**config.mk**
```make
export PLATFORM = sky130hd
export DESIGN_NAME = lifo_arb
export DESIGN_NICKNAME = d
export VERILOG_FILES = /design/src/rtl/lifo_arb_pkg.sv /design/src/rtl/lifo_arb_rr_arbiter.sv /design/src/rtl/lifo_arb.sv
export SDC_FILE = /design/constraint.sdc
export NUM_CORES = 1
export LEC_CHECK = 0
export CORE_ASPECT_RATIO = 1.5
export CORE_MARGIN = 3
export CORE_UTILIZATION = 42
export CTS_CLUSTER_DIAMETER = 80
export DETAILED_ROUTE_END_ITERATION = 8
export PLACE_DENSITY = 0.88
export SLEW_MARGIN = 20
export SYNTH_ARGS = -nofsm -noshare
export SYNTH_HDL_FRONTEND = slang
export SYNTH_SLANG_ARGS = --single-unit
```
**constraint.sdc**
```tcl
create_clock -name clk_i -period 6.5 [get_ports clk_i]
set_clock_uncertainty 0.15 [all_clocks]
set_input_delay 1.3 -clock clk_i [delete_from_list [all_inputs] [get_ports clk_i]]
set_output_delay 1.3 -clock clk_i [all_outputs]
set_load 0.01 [all_outputs]
```
**src/rtl/lifo_arb_pkg.sv**
```systemverilog
// Shared types and helpers for the LIFO arbiter: operation encoding and
// rotating-priority index arithmetic.
package lifo_arb_pkg;

  typedef enum logic {
    OP_POP  = 1'b0,
    OP_PUSH = 1'b1
  } op_t;

  // Client index reached after stepping ofs places from base, wrapping at n.
  function automatic int unsigned rr_idx(input int unsigned base,
                                         input int unsigned ofs,
                                         input int unsigned n);
    return (base + ofs) % n;
  endfunction

endpackage

```
**src/rtl/lifo_arb_rr_arbiter.sv**
```systemverilog
// Combinational round-robin picker: first eligible client scanning upward
// from i_ptr with wrap-around.
module rr_arbiter
  import lifo_arb_pkg::*;
#(
  parameter  int NUM_CLIENTS = 4,
  localparam int CWIDTH      = $clog2(NUM_CLIENTS)
) (
  input  logic [NUM_CLIENTS-1:0] i_elig,
  input  logic [CWIDTH-1:0]      i_ptr,
  output logic [NUM_CLIENTS-1:0] o_grant,
  output logic [CWIDTH-1:0]      o_idx,
  output logic                   o_valid
);

  logic [CWIDTH-1:0] w_cand [NUM_CLIENTS];

  for (genvar k = 0; k < NUM_CLIENTS; k++) begin : g_cand
    assign w_cand[k] = CWIDTH'(rr_idx(32'(i_ptr), 32'(k), NUM_CLIENTS));
  end

  always_comb begin
    o_grant = '0;
    o_idx   = '0;
    o_valid = 1'b0;
    for (int k = 0; k < NUM_CLIENTS; k++) begin
      if (!o_valid && i_elig[w_cand[k]]) begin
        o_valid             = 1'b1;
        o_idx               = w_cand[k];
        o_grant[w_cand[k]]  = 1'b1;
      end
    end
  end

endmodule

```
**src/rtl/lifo_arb.sv**
```systemverilog
// Shares one LIFO between NUM_CLIENTS push/pop requesters with a round-robin
// scheduler, returns pop data tagged by client, and sequences LIFO reset/flush.
module lifo_arb
  import lifo_arb_pkg::*;
#(
  parameter  int NUM_CLIENTS = 4,
  parameter  int DWIDTH      = 8,
  parameter  int AWIDTH      = 4,
  localparam int CWIDTH      = $clog2(NUM_CLIENTS)
) (
  input  logic                          clk_i,
  input  logic                          rst_n_i,
  input  logic                          flush_i,
  input  logic [NUM_CLIENTS-1:0]        req_valid_i,
  input  logic [NUM_CLIENTS-1:0]        req_push_i,
  input  logic [NUM_CLIENTS*DWIDTH-1:0] req_data_i,
  output logic [NUM_CLIENTS-1:0]        req_ready_o,
  output logic                          rd_valid_o,
  output logic [CWIDTH-1:0]             rd_client_o,
  output logic [DWIDTH-1:0]             rd_data_o,
  output logic                          lifo_srst_o,
  output logic                          lifo_wrreq_o,
  output logic [DWIDTH-1:0]             lifo_data_o,
  output logic                          lifo_rdreq_o,
  input  logic [DWIDTH-1:0]             lifo_q_i,
  input  logic                          lifo_empty_i,
  input  logic                          lifo_full_i,
  input  logic [AWIDTH:0]               lifo_usedw_i
);

  logic [CWIDTH-1:0]      r_ptr;
  logic [CWIDTH-1:0]      r_rd_client;
  logic                   r_rd_valid;
  logic                   r_srst;

  logic [NUM_CLIENTS-1:0] w_elig;
  logic [NUM_CLIENTS-1:0] w_grant;
  logic [CWIDTH-1:0]      w_gidx;
  logic                   w_gvalid;
  logic                   w_block;
  logic [CWIDTH-1:0]      w_ptr_nxt;
  op_t                    w_op;

  // Nothing is granted while the LIFO is being reset or a flush is requested.
  assign w_block = r_srst | flush_i;

  always_comb begin
    w_elig = '0;
    for (int c = 0; c < NUM_CLIENTS; c++) begin
      w_elig[c] = req_valid_i[c] && !w_block &&
                  (req_push_i[c] ? !lifo_full_i : !lifo_empty_i);
    end
  end

  rr_arbiter #(
    .NUM_CLIENTS(NUM_CLIENTS)
  ) u_rr (
    .i_elig (w_elig),
    .i_ptr  (r_ptr),
    .o_grant(w_grant),
    .o_idx  (w_gidx),
    .o_valid(w_gvalid)
  );

  assign w_op         = op_t'(req_push_i[w_gidx]);
  assign w_ptr_nxt    = CWIDTH'(rr_idx(32'(w_gidx), 32'd1, NUM_CLIENTS));

  assign req_ready_o  = w_grant;
  assign lifo_wrreq_o = w_gvalid && (w_op == OP_PUSH);
  assign lifo_rdreq_o = w_gvalid && (w_op == OP_POP);
  assign lifo_data_o  = lifo_wrreq_o ? req_data_i[w_gidx*DWIDTH +: DWIDTH] : '0;

  assign lifo_srst_o  = r_srst;
  assign rd_valid_o   = r_rd_valid;
  assign rd_client_o  = r_rd_client;
  // LIFO q_o already lags rdreq by one cycle, aligned with r_rd_valid.
  assign rd_data_o    = lifo_q_i;

  always_ff @(posedge clk_i or negedge rst_n_i) begin
    if (!rst_n_i) begin
      r_srst      <= 1'b1;
      r_ptr       <= '0;
      r_rd_valid  <= 1'b0;
      r_rd_client <= '0;
    end else begin
      r_srst     <= flush_i;
      r_rd_valid <= lifo_rdreq_o;
      if (w_gvalid) begin
        r_ptr <= w_ptr_nxt;
      end
      if (lifo_rdreq_o) begin
        r_rd_client <= w_gidx;
      end
    end
  end

`ifndef SYNTHESIS
  localparam logic [AWIDTH:0] LP_DEPTH = {1'b1, {AWIDTH{1'b0}}};

  a_usedw_full: assert property (@(posedge clk_i) disable iff (!rst_n_i)
    (lifo_usedw_i == LP_DEPTH) |-> lifo_full_i);

  a_usedw_empty: assert property (@(posedge clk_i) disable iff (!rst_n_i)
    (lifo_usedw_i == '0) |-> lifo_empty_i);
`endif

endmodule

```
Word level (Yosys, flattened, before mapping) --
Cells that the tools add are included.
Storage, ports and cells: register bits 6, bits in latches 0, memory bits (writable) 0, bits in read-only memories 0, bits of input ports 58, output and inout port bits 26, word-level logic and storage cells 81, memories 0
Operators by class: add/sub/neg operators 4, multipliers 0, div/mod/pow operators 0, magnitude comparators 9, eq/ne operators 0, shift-type cells 1, muxes and demuxes 35, bitwise logic cells 5, reductions and logical operators 23
Operators with widths (number):
- 32-bit by 6-bit variable part select with 8-bit output | 1
- 1-bit logical AND | 17
- 1-bit two-way mux | 17
- 4-bit two-way mux | 4
- 2-bit by 3-bit < comparator with 1-bit output, second input constant | 5
- 4-bit OR | 3
- 1-bit binary-select mux with 2-bit select | 5
- 1-bit demux with 2-bit select | 4
- 2-bit by 1-bit greater-or-equal comparator with 1-bit output, second input constant | 4
- 2-bit two-way mux | 4
- 8-bit two-way mux | 1
- 1-bit zero test | 6
- 2-bit by 1-bit adder with 2-bit output, second input constant | 2
- 2-bit adder, second input constant | 2
- 1-bit inverter | 1
- 1-bit OR | 1

Logic depth before layout (Yosys ltp) --
depth in word-level cells 20, mapped depth 12, depth with buffers taken out 9

Cells and area by module --
From an unflattened synthesis, not the netlist that was laid out.
Second synthesis, totals: cells, all modules 107, area total of the unflattened synthesis 1114.8 um^2
By module, submodules not included:
- lifo_arb | instances 1, cells each 62, area an instance 695.7 um^2
- rr_arbiter | instances 1, cells each 45, area an instance 419.2 um^2

Worst setup path before layout --
No wires, ideal clock.
path type in2out, from input port req_push_i[0], to output port lifo_data_o[0], data arrival time 3.394 ns, required time 5.050 ns, setup slack 1.656 ns, stages on the path 9, buffers on the path 1, path through mux2i_1 and3_1 buf_6 mux4_2 a31oi_4 mux2i_1 and4bb_4 nor3_4 o211a_1
On the way: cells in the longest elaborated chain, start to end 18, elaborated cells between the ends (all ways) 29, those cells by class shift (1); mux (20); reduce/logical (8)
RTL lines:
- start, declared | line lifo_arb.sv:15 | input logic [NUM_CLIENTS-1:0] req_push_i,
- 1-bit two-way mux | line lifo_arb.sv:51 | (req_push_i[c] ? !lifo_full_i : !lifo_empty_i);
- 1-bit logical AND | line lifo_arb.sv:50 | w_elig[c] = req_valid_i[c] && !w_block &&
- 1-bit binary-select mux with 2-bit select | line lifo_arb_rr_arbiter.sv:27 | if (!o_valid && i_elig[w_cand[k]]) begin
- 1-bit two-way mux (not written as such) | line lifo_arb_rr_arbiter.sv:27
- 1-bit two-way mux | line lifo_arb_rr_arbiter.sv:27
- 1-bit zero test | line lifo_arb_rr_arbiter.sv:27
- 1-bit logical AND | line lifo_arb_rr_arbiter.sv:27
- 1-bit two-way mux | line lifo_arb_rr_arbiter.sv:27
- [... 3 more ...]
- 1-bit zero test | line lifo_arb_rr_arbiter.sv:27
- 1-bit logical AND | line lifo_arb_rr_arbiter.sv:27
- 2-bit two-way mux | line lifo_arb_rr_arbiter.sv:27
- 1-bit binary-select mux with 2-bit select | line lifo_arb.sv:65 | assign w_op = op_t'(req_push_i[w_gidx]);
- 1-bit two-way mux (not written as such) | line lifo_arb.sv:65
- 1-bit logical AND * | line lifo_arb.sv:69 | assign lifo_wrreq_o = w_gvalid && (w_op == OP_PUSH);
- via lifo_wrreq_o | line lifo_arb.sv:22 | output logic lifo_wrreq_o,
- 8-bit two-way mux * | line lifo_arb.sv:71 | assign lifo_data_o = lifo_wrreq_o ? req_data_i[w_gidx*DWIDTH +: DWIDTH] : '0;
- end, declared | line lifo_arb.sv:23 | output logic [DWIDTH-1:0] lifo_data_o,
Mark *: on every way through the listed nets, which the timed path passes. The rest lies on a longest branch. The select of a mux whose other input is x is not followed.

Final worst setup path --
from input port req_push_i[0], to output port lifo_data_o[5]
On the way: cells in the longest elaborated chain, start to end 18, elaborated cells between the ends (all ways) 29, those cells by class shift (1); mux (20); reduce/logical (8)
RTL lines (line):
- parallel branches: the longest is 17 deep, another holds 1-bit binary-select mux with 2-bit select
- 8-bit two-way mux * | lifo_arb.sv:71
Every way passes the cells marked *. The select of a mux whose other input is x is not followed.

==> out/qor.log <==
qor: yosys.portion_of_synthesized_cell_area_occupied_by_the_leading_cell_type 14.61%
qor: sta.worst-slew-pin-transition 716.8 ps
qor: place.gp_congestion 0.9465
qor: cells_and_area.final.fill_count 257
qor: yosys.post-synth-top-count-cell sky130_fd_sc_hd__nand2_1
qor: cells_and_area.fin_area 0.002066 mm2
qor: yosys.avgSynthCellArea 8.827 um2
qor: clock_tree.resized_cells_post_cts 0
qor: setup_path.critical_path.n_buffers_inverters 2
qor: sta.worst_slew_margin_rel 52.21%
qor: global_route.global_route_wire_length_before_repair 6479 um
qor: setup_path.cp-start-kind input port
qor: setup_path.cp-end-kind primary output
qor: place.placedInstanceArea 0.002021 mm2
qor: cells_and_area.insertedDiodeCount 0
qor: setup_path.worstPathCellList clkdlybuf4s50_1 -> mux2i_1 -> and3_1 -> mux4_2 -> a31oi_4 -> mux2i_1 -> and4bb_4 -> nor3_4 -> o211a_1 -> clkdlybuf4s50_1
qor: worst_hold_path.worst_hold_startpoint rd_client_o[1]$_DFFE_PN0P_
qor: clock_tree.postCtsSetupBuffers 0
qor: yosys.yosys_warnings 0
qor: clock_tree.holdBufCountCts 0
qor: route.drt_pass1_iterations 4
qor: global_route.grt_pass1_vias 1484
qor: place.hpwlAfterDp 3273 um
qor: clock_tree.clkSinkCount 6
qor: route.via_per_inst 5.805
qor: yosys.yosys-top-cells-count sky130_fd_sc_hd__nand2_1, sky130_fd_sc_hd__mux2i_1, sky130_fd_sc_hd__nand3_1
qor: die.overall_die_area 0.004179 mm2
qor: die.std_cell_rows 25
qor: global_route.grt-ovfl-total 0
qor: place.placed_cells 252
qor: pwr.static-leakage-power 0.8636 nW
qor: cells_and_area.post_layout_nonfiller_instances 256
qor: setup_path.critPathMaxStageDelay 640 ps
qor: setup_path.count_of_cells_along_the_worst_register_to_register_path 9
qor: yosys.ys_types 50
qor: clock_tree.clk_latency 220 ps
qor: pwr.cellPowerDensity 268.2 mW/mm2
qor: setup_path.cp_data_required_time 5050 ps
qor: route.route.detailed.drc 0
qor: sta.grt_setup_unrepaired false
qor: run.cap_violations 0
qor: cells_and_area.area_growth_syn_to_layout 43.57%
qor: setup_path.critPathKind input port to primary output
qor: sta.final_min_period_over_clock_period 94.85%
qor: clock_tree.clock_tree.buffer_depth 2
qor: die.floorplan.core_area 0.003222 mm2
qor: clock_tree.cts_root_buffer sky130_fd_sc_hd__clkbuf_8
qor: yosys.synth.largest_area_cell sky130_fd_sc_hd__mux2i_1
qor: cells_and_area.final_nets 279
qor: sta.maxClockFrequency 0.1622 GHz
qor: setup_path.worst_r2r_endpoint rd_client_o[1]$_DFFE_PN0P_
qor: global_route.pin_count_of_the_biggest_net_entering_global_routing 22
qor: setup_path.crit_arrival 4720 ps
qor: outcome.outcome completed
qor: place.buffer_ports.inserted 62
qor: route.antenna_left 0
qor: yosys.synth_seq_area_share 10.52%
qor: route.post_drt_wl_per_cell 15.22 um
qor: worst_hold_path.worstHoldEndpoint rd_client_o[1]$_DFFE_PN0P_
qor: setup_path.regToRegSetupSlack 2830 ps
qor: worst_hold_path.min_delay_path_depth 1
qor: sta.hold_violations 0
qor: worst_hold_path.min_path_type register to register
qor: yosys.ys_dominant_reg_cell sky130_fd_sc_hd__dfrtp_1
qor: sta.finalSetupTns 0 ps
qor: route.first_iter_violations 76
qor: setup_path.worstReg2RegStart r_ptr[0]$_DFFE_PN0P_
qor: global_route.antenna_found_initial 0
qor: sta.final-max-slew-violation-count 0
qor: yosys.ffs_w_async_s_r_synth 100.0%
qor: die.boundaryPins 84
qor: yosys.post_synth_inst_count 163
qor: clock_tree.cts.clk_slew.worst_paths 40 ps
qor: clock_tree.tritoncts_buffers 3
qor: yosys.synth-edff-count 0
qor: sta.timing.final.setup_violations 0
qor: die.dieWidth 53.79 um
qor: cells_and_area.fraction_of_final_layout_cells_sized_beyond_drive_strength_1 16.20%
qor: die.die_height 77.69 um
qor: setup_path.crit_slowest_cell sky130_fd_sc_hd__mux4_2
qor: yosys.number_of_storage_elements_in_the_synthesis_netlist 6
qor: clock_tree.cts_tree yes
qor: clock_tree.max_h_tree_level 1
qor: yosys.number_of_nets_produced_by_synthesis 225
qor: sta.finalCriticalPeriod 6165 ps
qor: setup_path.critical_path.top_delay_family buffers and inverters
qor: route.route.final.wire_length 3896 um
qor: yosys.synth_area 0.001439 mm2
qor: yosys.netlist_top_cells_area sky130_fd_sc_hd__mux2i_1, sky130_fd_sc_hd__dfrtp_1, sky130_fd_sc_hd__nand2_1
qor: route.via_count 1486
qor: die.initial_utilization 44.66%
qor: setup_path.crit_fanout 11
qor: global_route.grt_usage 19.92%
qor: pwr.ir_worst_vdd 0.2056 mV
-- state kept, by name, summed over array words and instances, names as in the netlist --
signal	count
lifo_srst_o	1
r_ptr	2
rd_client_o	2
rd_valid_o	1
-- power breakdown --
part	internal, W	switching [W]	leakage [nW]	total (W)
Clock	0.0000422	0.0000167	0.0228	0.0000589
Combinational	0.000205	0.000204	0.769	0.000408
Sequential	0.0000513	0.0000358	0.0721	0.0000871
-- cell usage in the layout, fill, tap and decap left out, types with 2 or more instances in the layout --
cell / Yosys / layout
sky130_fd_sc_hd__clkdlybuf4s50_1: 0 / 62
sky130_fd_sc_hd__nand2_1: 23 / 23
sky130_fd_sc_hd__mux2i_1: 21 / 21
sky130_fd_sc_hd__nand3_1: 9 / 9
sky130_fd_sc_hd__inv_1: 8 / 8
sky130_fd_sc_hd__o211a_1: 8 / 8
sky130_fd_sc_hd__mux2_2: 6 / 6
sky130_fd_sc_hd__o221ai_1: 5 / 5
sky130_fd_sc_hd__buf_4: 8 / 5
sky130_fd_sc_hd__dfrtp_1: 5 / 5
sky130_fd_sc_hd__and3_1: 4 / 4
sky130_fd_sc_hd__a22oi_1: 4 / 4
sky130_fd_sc_hd__o21ai_0: 4 / 4
sky130_fd_sc_hd__ha_1: 4 / 4
sky130_fd_sc_hd__mux4_2: 3 / 3
sky130_fd_sc_hd__a21oi_1: 3 / 3
sky130_fd_sc_hd__clkbuf_8: 0 / 3
sky130_fd_sc_hd__nor2_1: 2 / 2
sky130_fd_sc_hd__a2bb2oi_1: 2 / 2
sky130_fd_sc_hd__nor3_4: 2 / 2
sky130_fd_sc_hd__a31oi_4: 2 / 2
sky130_fd_sc_hd__mux2_4: 2 / 2
sky130_fd_sc_hd__xnor2_1: 2 / 2
-- metrics by stage --
step | hold WS (ps) | power, W | setup slack [ps] | util, %
4_1_cts | 356.4 | 0.0005572 | 328.7 | 64.12
5_1_grt | 378.5 | 0.0005984 | 163.8 | 64.12
3_5_place_dp | 345.5 | 0.0004953 | 345.4 | 62.72
6_report | 351.6 | 0.0005541 | 334.8 | 64.12
2_1_floorplan | 368.4 | 0.0003815 | 1656 | -
3_3_place_gp | 315.0 | 0.0004852 | 357.1 | 62.72
-- logic make-up (layout without fill, tap and decap cells) --
family	Yosys count	after routing	synth area share, %
AOI/OAI and AO/OA	41	41	26.44
xor gates and xnor gates	2	2	1.218
adders and majority gates	4	4	3.478
buffers and inverters	27	80	11.13
DFF	6	6	10.52
muxes	32	32	26.09
and+or+nand+nor	51	51	21.13
-- per-layer routing --
metal	up-vias	GRT usage (%)	part of all wire, %
met5	-	0	0
met4	0	3.836	0.31
met3	2	4.223	7.3
met2	63	37.62	57
met1	700	21.33	35
li1	721	-	-
-- worst max path at each step --
stage,start,endpoint,slack (ps),depth (start not counted)
final,req_push_i[0],lifo_data_o[5],330,10
after global routing,req_push_i[0],lifo_data_o[7],160,10
after CTS,req_push_i[0],lifo_data_o[5],330,10
after detailed placement,req_push_i[0],lifo_data_o[5],350,10
after global placement,req_push_i[0],lifo_data_o[5],360,10
after floorplan,req_push_i[0],lifo_data_o[0],1660,9
-- area by class of cell --
cell class	instances	area, um2	share of cell area [%]
clock buffer	4	45.04	2.180
sequential	6	151.4	7.329
tap	40	50.05	2.423
timing repair buffer	67	658.1	31.86
multi-input combinational	130	1127	54.57
inverter	9	33.78	1.635
No activity file was read; power rests on OpenSTA's default activity.
